<file path="config.mk">
export PLATFORM = sky130hd
export DESIGN_NAME = fp_addsub_pipe
export DESIGN_NICKNAME = d
export VERILOG_FILES = /design/src/rtl/fp_addsub_pipe.sv
export SDC_FILE = /design/constraint.sdc
export NUM_CORES = 1
export LEC_CHECK = 0
export BUFFER_PORTS_ARGS = -buffer_cell sky130_fd_sc_hd__buf_2
export CAP_MARGIN = 15
export CORE_MARGIN = 2
export CORE_UTILIZATION = 40
export DETAILED_ROUTE_END_ITERATION = 10
export HOLD_SLACK_MARGIN = 0.1
export PLACE_DENSITY_LB_ADDON = 0.05
export SYNTH_ARGS = -nofsm -noshare
export SYNTH_HDL_FRONTEND = slang
export SYNTH_SLANG_ARGS = --single-unit
</file>
<file path="constraint.sdc">
create_clock -name clk -period 7.6 [get_ports clk]
set_input_delay 1.52 -clock clk [delete_from_list [all_inputs] [get_ports clk]]
set_output_delay 1.52 -clock clk [all_outputs]
set_load 0.005 [all_outputs]
</file>
<file path="src/rtl/fp_addsub_pipe.sv">
// Four-stage elastic floating-point adder/subtractor (unpack, align, add/normalise, round/pack).
// Define FPADD_RNE_EN for round-to-nearest-even; otherwise results are truncated toward zero.
module fp_addsub_pipe #(
    parameter int EXP_W = 8,
    parameter int MAN_W = 23
) (
    input  logic                   clk,
    input  logic                   rst,
    input  logic                   in_valid,
    output logic                   in_ready,
    input  logic [EXP_W+MAN_W:0]   ip1,
    input  logic [EXP_W+MAN_W:0]   ip2,
    input  logic                   sub,
    output logic                   out_valid,
    input  logic                   out_ready,
    output logic [EXP_W+MAN_W:0]   result,
    output logic [3:0]             flags
);
    localparam int W      = 1 + EXP_W + MAN_W;
    localparam int MW     = MAN_W + 4;
    localparam int SH_MAX = MAN_W + 3;
    localparam int SHW    = $clog2(SH_MAX + 1);
    localparam int LZW    = $clog2(MW + 1);
    localparam int XW     = EXP_W + LZW + 2;
    localparam logic signed [XW-1:0] EMAX_X = XW'((1 << EXP_W) - 1);

    logic r1_valid, r2_valid, r3_valid, r4_valid;
    logic w_ld1, w_ld2, w_ld3, w_ld4;

    // Each stage loads when empty or when the stage below it loads.
    assign w_ld4     = !r4_valid || out_ready;
    assign w_ld3     = !r3_valid || w_ld4;
    assign w_ld2     = !r2_valid || w_ld3;
    assign w_ld1     = !r1_valid || w_ld2;
    assign in_ready  = w_ld1;
    assign out_valid = r4_valid;

    // ---------------- S1: unpack / classify / swap ----------------
    logic             w_a_s, w_b_s, w_a_nan, w_b_nan, w_a_inf, w_b_inf, w_swap;
    logic [EXP_W-1:0] w_a_e, w_b_e, w_l_e, w_s_e;
    logic [MAN_W-1:0] w_a_f, w_b_f;
    logic [W-2:0]     w_a_mag, w_b_mag, w_l_mag, w_s_mag;
    logic             w_l_s, w_s_s;

    assign w_a_s   = ip1[W-1];
    assign w_b_s   = ip2[W-1] ^ sub;
    assign w_a_e   = ip1[W-2:MAN_W];
    assign w_b_e   = ip2[W-2:MAN_W];
    assign w_a_f   = ip1[MAN_W-1:0];
    assign w_b_f   = ip2[MAN_W-1:0];
    assign w_a_nan = (&w_a_e) && (|w_a_f);
    assign w_b_nan = (&w_b_e) && (|w_b_f);
    assign w_a_inf = (&w_a_e) && !(|w_a_f);
    assign w_b_inf = (&w_b_e) && !(|w_b_f);
    // Denormals flush to zero magnitude so they never win the swap.
    assign w_a_mag = (w_a_e == '0) ? '0 : ip1[W-2:0];
    assign w_b_mag = (w_b_e == '0) ? '0 : ip2[W-2:0];
    assign w_swap  = w_b_mag > w_a_mag;
    assign w_l_mag = w_swap ? w_b_mag : w_a_mag;
    assign w_s_mag = w_swap ? w_a_mag : w_b_mag;
    assign w_l_s   = w_swap ? w_b_s : w_a_s;
    assign w_s_s   = w_swap ? w_a_s : w_b_s;
    assign w_l_e   = w_l_mag[W-2:MAN_W];
    assign w_s_e   = w_s_mag[W-2:MAN_W];

    logic             r1_sl, r1_eff_sub, r1_zsign, r1_nan, r1_inf;
    logic [EXP_W-1:0] r1_el, r1_d;
    logic [MAN_W:0]   r1_ml, r1_ms;

    always_ff @(posedge clk) begin
        if (rst) begin
            r1_valid <= 1'b0;
        end else if (w_ld1) begin
            r1_valid   <= in_valid;
            r1_sl      <= w_l_s;
            r1_el      <= w_l_e;
            r1_ml      <= {|w_l_e, w_l_mag[MAN_W-1:0]};
            r1_ms      <= {|w_s_e, w_s_mag[MAN_W-1:0]};
            r1_d       <= w_l_e - w_s_e;
            r1_eff_sub <= w_l_s ^ w_s_s;
            r1_zsign   <= w_l_s & w_s_s;
            r1_nan     <= w_a_nan || w_b_nan || (w_a_inf && w_b_inf && (w_a_s ^ w_b_s));
            r1_inf     <= w_a_inf || w_b_inf;
        end
    end

    // ---------------- S2: align smaller operand ----------------
    logic [SHW-1:0] w_sh;
    logic [MW-1:0]  w_ext_s, w_shifted, w_mask, w_aligned;
    logic           w_sticky;

    always_comb begin
        w_sh = SHW'(SH_MAX);
        if (int'(r1_d) <= SH_MAX) w_sh = SHW'(r1_d);
    end

    assign w_ext_s   = {r1_ms, 3'b000};
    assign w_shifted = w_ext_s >> w_sh;
    assign w_mask    = ~({MW{1'b1}} << w_sh);
    assign w_sticky  = |(w_ext_s & w_mask);
    assign w_aligned = {w_shifted[MW-1:1], w_shifted[0] | w_sticky};

    logic             r2_sl, r2_eff_sub, r2_zsign, r2_nan, r2_inf;
    logic [EXP_W-1:0] r2_el;
    logic [MW-1:0]    r2_big, r2_small;

    always_ff @(posedge clk) begin
        if (rst) begin
            r2_valid <= 1'b0;
        end else if (w_ld2) begin
            r2_valid   <= r1_valid;
            r2_sl      <= r1_sl;
            r2_el      <= r1_el;
            r2_big     <= {r1_ml, 3'b000};
            r2_small   <= w_aligned;
            r2_eff_sub <= r1_eff_sub;
            r2_zsign   <= r1_zsign;
            r2_nan     <= r1_nan;
            r2_inf     <= r1_inf;
        end
    end

    // ---------------- S3: add / normalise ----------------
    function automatic logic [LZW-1:0] f_lzc(input logic [MW-1:0] v);
        f_lzc = '0;
        for (int i = 0; i < MW; i++)
            if (v[i]) f_lzc = LZW'(MW - 1 - i);
    endfunction

    logic [MW:0]           w_sum;
    logic [LZW-1:0]        w_lzc;
    logic [MW-1:0]         w_norm;
    logic signed [XW-1:0]  w_el_x, w_exp3;
    logic                  w_zero3;

    assign w_sum   = r2_eff_sub ? ({1'b0, r2_big} - {1'b0, r2_small})
                                : ({1'b0, r2_big} + {1'b0, r2_small});
    assign w_lzc   = f_lzc(w_sum[MW-1:0]);
    assign w_el_x  = XW'(r2_el);
    assign w_zero3 = (w_sum == '0);

    always_comb begin
        w_norm = w_sum[MW-1:0] << w_lzc;
        w_exp3 = w_el_x - XW'(w_lzc);
        if (w_sum[MW]) begin
            w_norm = {w_sum[MW:2], w_sum[1] | w_sum[0]};
            w_exp3 = w_el_x + XW'(1);
        end
    end

    logic                 r3_sign, r3_nan, r3_inf, r3_zero;
    logic signed [XW-1:0] r3_exp;
    logic [MW-1:0]        r3_m;

    always_ff @(posedge clk) begin
        if (rst) begin
            r3_valid <= 1'b0;
        end else if (w_ld3) begin
            r3_valid <= r2_valid;
            r3_sign  <= w_zero3 ? r2_zsign : r2_sl;
            r3_exp   <= w_exp3;
            r3_m     <= w_norm;
            r3_nan   <= r2_nan;
            r3_inf   <= r2_inf;
            r3_zero  <= w_zero3;
        end
    end

    // ---------------- S4: round / pack ----------------
    logic                 w_inc;
    logic [MAN_W+1:0]     w_rnd;
    logic signed [XW-1:0] w_exp4;
    logic [MAN_W-1:0]     w_frac4;
    logic [W-1:0]         w_res;
    logic [3:0]           w_flg;

`ifdef FPADD_RNE_EN
    assign w_inc = r3_m[2] & (r3_m[1] | r3_m[0] | r3_m[3]);
`else
    logic w_unused_grs;
    assign w_inc        = 1'b0;
    assign w_unused_grs = ^r3_m[2:0];
`endif

    assign w_rnd = {1'b0, r3_m[MW-1:3]} + {{(MAN_W+1){1'b0}}, w_inc};

    always_comb begin
        w_exp4  = r3_exp;
        w_frac4 = w_rnd[MAN_W-1:0];
        if (w_rnd[MAN_W+1]) begin
            w_exp4  = r3_exp + XW'(1);
            w_frac4 = w_rnd[MAN_W:1];
        end
        w_res = {r3_sign, w_exp4[EXP_W-1:0], w_frac4};
        w_flg = 4'b0000;
        if (r3_nan) begin
            w_res = {1'b0, {EXP_W{1'b1}}, 1'b1, {(MAN_W-1){1'b0}}};
            w_flg = 4'b1000;
        end else if (r3_inf) begin
            w_res = {r3_sign, {EXP_W{1'b1}}, {MAN_W{1'b0}}};
        end else if (r3_zero) begin
            w_res = {r3_sign, {(W-1){1'b0}}};
            w_flg = 4'b0001;
        end else if (w_exp4 >= EMAX_X) begin
            w_res = {r3_sign, {EXP_W{1'b1}}, {MAN_W{1'b0}}};
            w_flg = 4'b0100;
        end else if (w_exp4[XW-1] || (w_exp4 == '0)) begin
            w_res = {r3_sign, {(W-1){1'b0}}};
            w_flg = 4'b0011;
        end
    end

    logic [W-1:0] r_result;
    logic [3:0]   r_flags;

    always_ff @(posedge clk) begin
        if (rst) begin
            r4_valid <= 1'b0;
            r_result <= '0;
            r_flags  <= '0;
        end else if (w_ld4) begin
            r4_valid <= r3_valid;
            if (r3_valid) begin
                r_result <= w_res;
                r_flags  <= w_flg;
            end
        end
    end

    assign result = r_result;
    assign flags  = r_flags;

endmodule

</file>
==> results of run 1 <==
## final timing paths
kind              from  slack [ns]  depth (start not counted)          to
max          r2_big[5]        1.51                         22   r3_exp[8]
min          r1_ml[10]        0.42                          0  r2_big[13]
max reg2reg  r2_big[5]        1.51                         22   r3_exp[8]
min reg2reg  r1_ml[10]        0.42                          0  r2_big[13]
## worst register-to-register path: cells and delay by family (launching register included)
family,cells,cell delay [ns]
fa+ha+maj,3,1.14
compound gates,7,1.95
simple gates,9,1.84
buf+inv,2,0.25
xor+xnor,1,0.37
flops,1,0.41
## cells in the final DEF (no fill, tap or decap), drive strengths merged, types with 12 or more instances in the layout
cell	instances
dfxtp	40
o211ai	22
buf	129
a211oi	32
o21ai	111
nand4	27
ha	89
o221ai	15
o21a	18
o22ai	20
and2	37
clkbuf	27
clkinv	15
nand3	84
nand2b	27
inv	87
a21o	23
nor2	146
a21oi	123
nor4	35
nor3	33
and3	12
o31ai	18
nor2b	23
edfxtp	170
mux2i	63
a31oi	26
a22oi	29
xnor2	26
a221oi	12
nand2	192
mux2	13
## cells by family after synthesis
logic type | Yosys count
mux | 79
simple gates | 671
xor+xnor | 32
compound gates | 535
flops | 210
fa+ha+maj | 91
buf+inv | 192
## cell type report
| cell class | instances | share of cell area [%] |
|---|---|---|
| Multi-Input combinational cell | 1408 | 52.97 |
| Clock buffer | 27 | 3.548 |
| Timing Repair Buffer | 129 | 3.941 |
| Tap cell | 525 | 3.682 |
| Inverter | 86 | 1.816 |
| Sequential cell | 210 | 33.10 |
| Clock inverter | 19 | 0.9397 |
## per-layer routing
layer / GRT usage [%] / wire length, um / vias up / part of all wire, %
met5: 0 / 0 / - / 0
met4: 7.195 / 1199 / 0 / 2.3
met3: 2.354 / 2456 / 81 / 4.8
met2: 39.53 / 23510 / 457 / 46
met1: 34.27 / 23990 / 6967 / 47
li1: - / - / 6942 / -
## sequential cells by signal (all words and copies together) (netlist names), 4 cells and up
register / cells
r3_m: 23
r3_exp: 10
r2_small: 27
r1_el: 8
r2_el: 8
r1_d: 8
r1_ms: 24
flags: 4
result: 32
r2_big: 24
r1_ml: 24
## power by group through the flow
stage               Sequential [uW]  Combinational [uW]  Clock [uW]
floorplan                      1500                1280           0
global placement               1560                1780           0
finish                         1540                1820        1160
CTS                            1540                1780        1190
detailed placement             1560                1770           0
global route                   1560                1960        1240
## per-stage QoR
step	worst slack, ns	instances	power (uW)	hold slack (ns)
after floorplan	1.163	1810	2775	0.4003
after global placement	1.237	2358	3345	0.4021
after detailed placement	1.155	2358	3335	0.4045
after CTS	1.551	2404	4511	0.4185
after global routing	0.9568	2404	4752	0.4239
final	1.509	2404	4520	0.4184
## synth_stat cells (7+ instances only)
cell type	n	area, um^2
ha_1	89	1114
a221oi_1	10	87.58
o21ai_1	8	40.04
a21o_1	23	172.7
o211ai_1	22	165.2
dfxtp_1	40	800.8
buf_1	14	52.55
o22ai_1	18	112.6
a22oi_1	29	217.7
nor4_1	30	187.7
xnor2_1	23	201.4
nand4_1	26	162.7
and2_1	37	231.5
o221ai_1	12	105.1
a2bb2oi_1	7	61.31
nor2b_1	23	143.9
a21oi_1	122	610.6
nand2b_1	26	162.7
a211oi_1	31	232.7
clkbuf_1	72	270.3
o2111ai_1	9	78.83
and3_1	11	68.82
nand3_1	83	415.4
or4_1	7	52.55
or2_2	7	43.79
nor3b_1	8	60.06
inv_1	81	304.0
o221a_2	8	90.09
mux2_2	11	123.9
edfxtp_1	170	5105
mux2i_1	63	630.6
buf_2	16	80.08
o31ai_1	16	120.1
o21a_1	18	135.1
nor3_1	33	165.2
or3_1	7	43.79
nand2_1	191	716.9
o21ai_0	102	510.5
nor2_1	144	540.5
a31oi_1	26	162.7
==> impl_results.md, run 1 <==
- Final antenna-violating net count: 0
- Die ar.: 41820 um^2
- Hold crit path type: flip-flop to flip-flop
- Clock buffer depth: 3
- Async S/R FF share, synth: 0%
- MaxCap Viol Count: 0
- Critical path required time: 8.01 ns
- Core Footprint: 39730 um^2
- Post-CTS Setup Bufs: 0
- Slew at the pin closest to its max-slew limit: 1.102 ns
- Worst slew margin: 26.52%
- Synth cell types: 108
- CP endpoint kind: flip-flop
- Delay of the slowest critical-path stage: 0.56 ns
- Slowest stage cell, crit path: ha_1
- First-pass GRT wire length: 79440 um
- Main flop type after synthesis: edfxtp_1
- Clock latency on the worst-skew pair: 0.54 ns
- Sequential share of power: 34.1%
- Die X: 204.5 um
- GRT Util Overall: 24.31%
- Clk sinks: 210
- Peak supply drop: 0.1681 mV
- Vias in the first global route: 13780
- CTS root buf: clkbuf_16
- Register area share after synthesis: 36.73%
- Max H-tree Level: 1
- Final hold vios: 0
- DRC: 0
- Nets: 2020
- Synth warn: 0
- WL per Instance: 21.28 um
- Main combinational cell family by area after synthesis: compound AO/OA/AOI/OAI gates
- CTS buffer count: 25
- Filler cell count in the final layout: 3986
- Via density per instance: 6.010
- Syn nets: 1970
- Finished Core Util: 44.91%
- Final wirelength: 51150 um
- Max Fanout on Critical Path: 18
- Mux contribution to synthesized area: 5.253%
- Dpl hpwl: 39570 um
- CP Launch Type: flip-flop
- Placed inst area: 17040 um^2
- Gate power share: 40.2%
- Final worst path period need: 6.091 ns
- Synth Area in Adders: 7.175%
- Max Slew Vio Count: 0
- Compound-Gate Fraction of Synth Area: 23.06%
- RD Place Congestion: 0.9410
- Maximum clock rate: 0.1642 GHz
- Post-CTS Resized: 0
- Hold_buf cts: 0
- Sw power: 1796 uW
- CP cell instances: ha_1 > nor3b_2 > o311a_4 > nor4_4 > o22ai_2 > xnor2_4 > or3b_1 > o221a_4 > o221a_1 > o21ai_4 > nand2_2 > clkinv_2 > ha_1 > inv_1 > fa_1 > nand2_1 > nand2_1 > a21oi_1 > nand2b_1 > nand3_1 > nor3_1 > a41o_1
- Net Sw Frac: 39.74%
- Setup Crit Path Kind: flip-flop to flip-flop
- Post-synth EDFFs: 170
- Vertical die dimension: 204.5 um
- Via count: 14450
- Status: finished, final reports clean
- Power per cell area: 253.3 nW/um^2
- Delay-heaviest family, CP: compound AO/OA/AOI/OAI gates
- IO buf count: 106
- Syn-to-layout area delta: 10.96%
- Final setup skew: 0.01011 ns
- Syn_area_per_cell: 8.884 um^2
- Crit path DAT: 6.50 ns
- Mapped Area: 16080 um^2
- Initial antenna violation count: 2
- Io pins: 107
- Sequential Area: 5906 um^2
- Fraction of layout cells with a size suffix above 1: 13.04%
- Post-Syn Instances: 1810
- Yosys reg bits: 210
- Multi-input gate area: 9452 um^2
- Post-Synth Simple-Gate Area: 21.10%
- Crit share post-route: 80.14%
- Pleak: 0.007127 uW
- Int Pwr: 2724 uW
- Worst Path Buf+Inv: 2
- Setup TNS: 0 ns
- Row count: 73
- Starting DRT DRC Count: 1230
- Largest net degree at the start of global routing: 72
- Clock power frac: 25.7%
- Initial Util: 40.47%
- Register clock-pin slew on the reported worst setup and hold paths: 0.06 ns
- Synth Area in XOR/XNOR: 1.953%
- Design area: 17840 um^2
- Drt pass-1 iters: 5
- RSZ-0062 raised after global routing: no
- Grt ovf: 0
- ANT cells: 0
- CTS tree: yes
- Setup violators final: 0
(Power assumes the default switching activity.)
==> run 2, diff against run 1 <==
==> constraint.sdc (replaced) <==
create_clock -name clk -period 5.5 [get_ports clk]
set_input_delay 1.1 -clock clk [delete_from_list [all_inputs] [get_ports clk]]
set_output_delay 1.1 -clock clk [all_outputs]
set_load 0.005 [all_outputs]
==> impl_results.md, run 2 (synthesis gave the netlist of run 1 again) <==
- Row count: 73 (unchanged)
- IO buf count: 106 (unchanged)
- Vertical die dimension: 204.5 um (unchanged)
- Final setup skew: 0.01484 ns (was 0.01011 ns)
- Clock latency on the worst-skew pair: 0.54 ns (about the same)
- CP Launch Type: flip-flop (unchanged)
- Maximum clock rate: 0.1914 GHz (was 0.1642 GHz)
- Via density per instance: 5.917 (was 6.010)
- Status: finished, final reports clean (unchanged)
- Final wirelength: 51700 um (was 51150 um)
- Setup Crit Path Kind: flip-flop to flip-flop (unchanged)
- Fraction of layout cells with a size suffix above 1: 17.02% (was 13.04%)
- Initial antenna violation count: 5 (was 2)
- RD Place Congestion: 0.9544 (was 0.9410)
- Gate power share: 43.9% (was 40.2%)
- Total power: 6332 uW (was 4520 uW)
- Filler cell count in the final layout: 3904 (was 3986)
- Hold crit path type: flip-flop to flip-flop (unchanged)
- Clock buffer depth: 3 (unchanged)
- Critical path required time: 5.91 ns (was 8.01 ns)
- CP endpoint kind: flip-flop (unchanged)
- Most common cell after layout, fill and taps aside: nand2_1 (unchanged)
- WL per Instance: 20.84 um (was 21.28 um)
- CP cell instances: ha_1 > a21oi_2 > nand3_1 > o211ai_1 > buf_4 > o21a_1 > a21oi_1 > or4_1 > a211oi_2 > buf_4 > o221a_1 > o21ai_4 > buf_4 > a32o_1 > mux2_2 > nand2b_4 > and3_4 > o31ai_1 > buf_4 (was ha_1 > nor3b_2 > o311a_4 > nor4_4 > o22ai_2 > xnor2_4 > or3b_1 > o221a_4 > o221a_1 > o21ai_4 > nand2_2 > clkinv_2 > ha_1 > inv_1 > fa_1 > nand2_1 > nand2_1 > a21oi_1 > nand2b_1 > nand3_1 > nor3_1 > a41o_1)
- DRC: 0 (unchanged)
- Final antenna-violating net count: 0 (unchanged)
- Delay-heaviest family, CP: compound AO/OA/AOI/OAI gates (unchanged)
- Pleak: 0.007509 uW (was 0.007127 uW)
- Commonest cells after routing, fill and taps aside: 190 x nand2_1, 170 x edfxtp_1, 142 x nor2_1 (unchanged)
- Dpl hpwl: 40650 um (was 39570 um)
- Peak supply drop: 0.2423 mV (was 0.1681 mV)
- Clock power frac: 22.9% (was 25.7%)
- CTS root buf: clkbuf_16 (unchanged)
- Power per cell area: 342.7 nW/um^2 (was 253.3 nW/um^2)
- Slew at the pin closest to its max-slew limit: 1.055 ns (was 1.102 ns)
- Worst Path Buf+Inv: 4 (was 2)
- Delay of the slowest critical-path stage: 0.58 ns (was 0.56 ns)
- Starting DRT DRC Count: 1217 (was 1230)
- Drt pass-1 iters: 5 (unchanged)
- Syn-to-layout area delta: 14.90% (was 10.96%)
- Nets: 2098 (was 2020)
- Max FFs per register: 32 (unchanged)
- GRT Util Overall: 24.63% (was 24.31%)
- Worst slew margin: 29.53% (was 26.52%)
- Max H-tree Level: 1 (unchanged)
- Largest net degree at the start of global routing: 72 (unchanged)
- Crit path DAT: 5.63 ns (was 6.50 ns)
- CTS buffer count: 24 (was 25)
- Io pins: 107 (unchanged)
- Net Sw Frac: 39.40% (was 39.74%)
- Max Slew Vio Count: 0 (unchanged)
- Clk sinks: 210 (unchanged)
- Int Pwr: 3837 uW (was 2724 uW)
- Slowest stage cell, crit path: or4_1 (was ha_1)
- Sequential Area: 5906 um^2 (unchanged)
- Grt ovf: 0 (unchanged)
- Setup violators final: 0 (unchanged)
- ANT cells: 0 (unchanged)
- Final worst path period need: 5.225 ns (was 6.091 ns)
- Multi-input gate area: 9522 um^2 (was 9452 um^2)
- RSZ-0062 raised after global routing: no (unchanged)
- Vias in the first global route: 14090 (was 13780)
- DP Worst Slack: -0.04001 ns (was 1.155 ns)
- Sw power: 2495 uW (was 1796 uW)
- MaxCap Viol Count: 0 (unchanged)
- Crit share post-route: 94.99% (was 80.14%)
- Register clock-pin slew on the reported worst setup and hold paths: 0.06 ns (about the same)
- First-pass GRT wire length: 80850 um (was 79440 um)
- Via count: 14680 (was 14450)
- CTS tree: yes (unchanged)
- Hold_buf cts: 0 (unchanged)
- Setup ws final: 0.2754 ns (was 1.509 ns)
- Max Fanout on Critical Path: 17 (was 18)
- Die X: 204.5 um (unchanged)
- Core Footprint: 39730 um^2 (unchanged)
- Final hold vios: 0 (unchanged)
- Die ar.: 41820 um^2 (unchanged)
- Crit-path most repeated cell: buf_4
- Sequential share of power: 33.3% (was 34.1%)
- Initial Util: 40.47% (unchanged)
[run 2: changes by cell type in the layout (fill, tap and decap cells not counted), sizes merged]
| cell | change |
|---|---|
| clkbuf | +2 |
| inv | -2 |
| clkinv | -1 |
| clkinvlp | +1 |
| buf | +79 |
| bufinv | -2 |
[run 2: final cells by class]
type | instances | share of cell area (%)
clock buffers | 29 | 3.352
clock inverters | 15 | 0.5079
inverters | 86 | 1.754
multi-input cells | 1408 | 51.54
flip-flops and latches | 210 | 31.97
well taps | 525 | 3.555
repair buffers | 208 | 7.328
[run 2: path summary, 6_finish.rpt]
kind / to / cells after the start / start / slack (ns)
setup / recovery: r3_m[25] / 19 / r2_big[6] / 0.28
hold reg to reg: r2_el[3] / 0 / r1_el[3] / 0.42
hold / removal: r2_el[3] / 0 / r1_el[3] / 0.42
setup reg to reg: r3_m[25] / 19 / r2_big[6] / 0.28
[run 2: timing repair]
item,CTS,global route
endpoints found under the setup margin,0,15
buffers inserted,0,4
resized for setup,0,12
[run 2: through the flow]
stage | std cells | hold slack, ns | utilization, % | instance area [um^2] | TNS (ns)
2_1_floorplan | 1810 | 0.4003 | - | 16100 | 0
3_3_place_gp | 2432 | 0.4016 | 44.42 | 17650 | 0
3_5_place_dp | 2432 | 0.4045 | 44.42 | 17650 | -0.04001
4_1_cts | 2476 | 0.4182 | 46.21 | 18360 | 0
5_1_grt | 2481 | 0.4206 | 46.50 | 18480 | 0
6_report | 2481 | 0.4163 | 46.50 | 18480 | 0
[run 2: metal layers]
| metal | track usage, % | share of wire (%) | vias up |
|---|---|---|---|
| met5 | 0 | 0 | - |
| met4 | 6.781 | 2.3 | 0 |
| met3 | 2.641 | 5.8 | 80 |
| met2 | 39.89 | 46 | 502 |
| met1 | 34.89 | 46 | 6985 |
| li1 | - | - | 7113 |
[run 2: power groups by stage]
stage / registers (uW) / logic [uW] / clock network, uW
after CTS: 2110 / 2700 / 1500
after global placement: 2140 / 2720 / 0
final: 2110 / 2780 / 1450
after detailed placement: 2140 / 2690 / 0
after global routing: 2130 / 3010 / 1560
after floorplan: 2070 / 1770 / 0
==> run 3, diff against run 2 <==
--- a/config.mk
+++ b/config.mk
@@ -11,6 +11,7 @@
 export CORE_UTILIZATION = 40
 export DETAILED_ROUTE_END_ITERATION = 10
 export HOLD_SLACK_MARGIN = 0.1
+export MAX_ROUTING_LAYER = met4
 export PLACE_DENSITY_LB_ADDON = 0.05
 export SYNTH_ARGS = -nofsm -noshare
 export SYNTH_HDL_FRONTEND = slang
==> impl_results.md, run 3 (synthesis gave the netlist of run 1 again) <==
- Status: finished, final reports clean (unchanged)
- RR Startpoint: r2_big[9] (was r2_big[6])
- Peak supply drop: 0.2175 mV (was 0.2423 mV)
- First-pass GRT wire length: 82280 um (was 80850 um)
- Initial antenna violation count: 3 (was 5)
- Sequential Area: 5906 um^2 (unchanged)
- Via count: 14840 (was 14680)
- GRT Util Overall: 25.94% (was 24.63%)
- Crit path DAT: 5.56 ns (was 5.63 ns)
- Crit share post-route: 93.39% (was 94.99%)
- Final worst path period need: 5.137 ns (was 5.225 ns)
- Initial Util: 40.47% (unchanged)
- Dpl hpwl: 41730 um (was 40650 um)
- Power per cell area: 354.2 nW/um^2 (was 342.7 nW/um^2)
- Grt ovf: 0 (unchanged)
- Final antenna-violating net count: 0 (unchanged)
- Clock latency on the worst-skew pair: 0.55 ns (was 0.54 ns)
- Pleak: 0.007628 uW (was 0.007509 uW)
- Setup violators final: 0 (unchanged)
- Largest net degree at the start of global routing: 70 (was 72)
- Slew at the pin closest to its max-slew limit: 1.034 ns (was 1.055 ns)
- Slowest stage cell, crit path: ha_1 (was or4_1)
- Final setup skew: 0.02063 ns (was 0.01484 ns)
- ANT cells: 0 (unchanged)
- Filler cell count in the final layout: 3905 (was 3904)
- Gate power share: 42.4% (was 43.9%)
- Total power: 6632 uW (was 6332 uW)
- DRC: 0 (unchanged)
- Setup ws final: 0.3635 ns (was 0.2754 ns)
- Die X: 204.5 um (unchanged)
- IO buf count: 106 (unchanged)
- Syn-to-layout area delta: 16.43% (was 14.90%)
- Fraction of layout cells with a size suffix above 1: 18.15% (was 17.02%)
- Maximum clock rate: 0.1947 GHz (was 0.1914 GHz)
- WL per Instance: 21.22 um (was 20.84 um)
- Hold_buf cts: 0 (unchanged)
- Sw power: 2574 uW (was 2495 uW)
- Worst Hold Depth: 0 (unchanged)
- Hold EP: r2_big[9] (was r2_el[3])
- Clock buffer depth: 3 (unchanged)
- Sequential share of power: 31.9% (was 33.3%)
- RD Place Congestion: 0.9804 (was 0.9544)
- Worst slew margin: 30.90% (was 29.53%)
- Hold_sp: r1_ml[6] (was r1_el[3])
- Max FFs per register: 32 (unchanged)
- DP Worst Slack: 0.1072 ns (was -0.04001 ns)
- Max Fanout on Critical Path: 8 (was 17)
- Critical path required time: 5.92 ns (was 5.91 ns)
- Io pins: 107 (unchanged)
- Int Pwr: 4058 uW (was 3837 uW)
- Register clock-pin slew on the reported worst setup and hold paths: 0.06 ns (about the same)
- CP cell instances: ha_1 > nor4_2 > o311a_4 > nor4_4 > buf_4 > a2111o_1 > a21oi_1 > o31ai_1 > xnor2_2 > buf_4 > and2_1 > a21oi_2 > a32o_1 > mux2_2 > nand2b_4 > and3_4 > o31ai_1 > buf_4 (was ha_1 > a21oi_2 > nand3_1 > o211ai_1 > buf_4 > o21a_1 > a21oi_1 > or4_1 > a211oi_2 > buf_4 > o221a_1 > o21ai_4 > buf_4 > a32o_1 > mux2_2 > nand2b_4 > and3_4 > o31ai_1 > buf_4)
- Drt pass-1 iters: 6 (was 5)
- Setup Crit Path Kind: flip-flop to flip-flop (unchanged)
- CTS root buf: clkbuf_16 (unchanged)
- CTS buffer count: 26 (was 24)
- Max H-tree Level: 1 (unchanged)
- Commonest cells after routing, fill and taps aside: 190 x nand2_1, 170 x edfxtp_1, 142 x nor2_1 (unchanged)
- Die ar.: 41820 um^2 (unchanged)
- MaxCap Viol Count: 0 (unchanged)
- Vertical die dimension: 204.5 um (unchanged)
- Vias in the first global route: 13970 (was 14090)
- Clk sinks: 210 (unchanged)
- Final hold vios: 0 (unchanged)
- Clock power frac: 25.7% (was 22.9%)
- Nets: 2111 (was 2098)
- Net Sw Frac: 38.81% (was 39.40%)
- Via density per instance: 5.955 (was 5.917)
- Final wirelength: 52870 um (was 51700 um)
- CP endpoint kind: flip-flop (unchanged)
- Multi-input gate area: 9562 um^2 (was 9522 um^2)
- Delay of the slowest critical-path stage: 0.44 ns (was 0.58 ns)
- Max Slew Vio Count: 0 (unchanged)
- Most common cell after layout, fill and taps aside: nand2_1 (unchanged)
- Crit-path most repeated cell: buf_4 (unchanged)
- FF-to-FF path depth: 18 (was 19)
- CTS tree: yes (unchanged)
- R2r setup slk: 0.36 ns (was 0.28 ns)
- Row count: 73 (unchanged)
- R2R Path End: r3_m[25] (unchanged)
- Core Footprint: 39730 um^2 (unchanged)
- Worst hold slack: 0.4124 ns (was 0.4163 ns)
- Starting DRT DRC Count: 1438 (was 1217)
- CP Launch Type: flip-flop (unchanged)
- Hold crit path type: flip-flop to flip-flop (unchanged)
## run 3: changes by cell type in the layout (fill, tap and decap cells not counted), sizes merged
cell	previous run	this run
clkinvlp	2	1
clkinv	14	12
clkbuf	29	28
buf	208	219
inv	85	86
bufinv	0	3
## run 3: power groups by stage
stage | registers (uW) | clock network (uW) | logic [uW]
finish | 2110 | 1710 | 2810
global route | 2140 | 1820 | 3040
CTS | 2110 | 1760 | 2710
detailed placement | 2150 | 0 | 2700
global placement | 2140 | 0 | 2730
floorplan | 2070 | 0 | 1770
## run 3: routing by layer
metal / up-vias / GRT usage (%) / part of all wire (%) / wire (um)
met3: 73 / 2.036 / 5.5 / 2922
met2: 551 / 40.82 / 46 / 24130
li1: 7134 / - / - / -
met1: 7082 / 36.16 / 46 / 24540
met5: - / - / 0 / 0
met4: 0 / 6.729 / 2.4 / 1279
## run 3: worst max-delay path by stage
stage | startpoint | to | slack [ns] | depth (start not counted)
floorplan | ip2[25] | r1_d[6] | 0.05 | 23
global placement | r2_big[4] | r3_exp[7] | 0.16 | 21
detailed placement | ip2[25] | r1_d[7] | 0.11 | 20
CTS | r2_big[4] | r3_exp[7] | 0.12 | 21
global route | r2_small[4] | r3_exp[7] | -0.008 | 23
finish | r2_big[9] | r3_m[25] | 0.36 | 18
## run 3: repair_timing
item / in CTS / in global routing
setup endpoints to repair: 0 / 5
resized for setup: 0 / 18
buffers inserted: 0 / 6
## run 3: area by class of cell
class / instances / share of cell area, %
Tap cell: 525 / 3.509
Inverter: 86 / 1.731
Clock buffer: 28 / 3.515
Timing Repair Buffer: 219 / 7.539
Clock inverter: 16 / 1.089
Multi-Input combinational cell: 1408 / 51.07
Sequential cell: 210 / 31.54
## run 3: critical path, delay by kind of cell, from the launching register on
family          cells  cell delay [ns]
buf+inv             3             0.52
flops               1             0.41
xor+xnor            1             0.37
mux                 1             0.30
compound gates      7             1.77
fa+ha+maj           1             0.44
simple gates        5             1.17
## run 3: stage by stage
stage / cells / TNS [ns] / cell area (um^2) / utilization (%)
3_3_place_gp: 2441 / 0 / 17690 / 44.52
4_1_cts: 2485 / 0 / 18550 / 46.69
6_report: 2492 / 0 / 18720 / 47.12
2_1_floorplan: 1810 / 0 / 16100 / -
5_1_grt: 2492 / -0.008017 / 18720 / 47.12
3_5_place_dp: 2441 / 0 / 17690 / 44.52
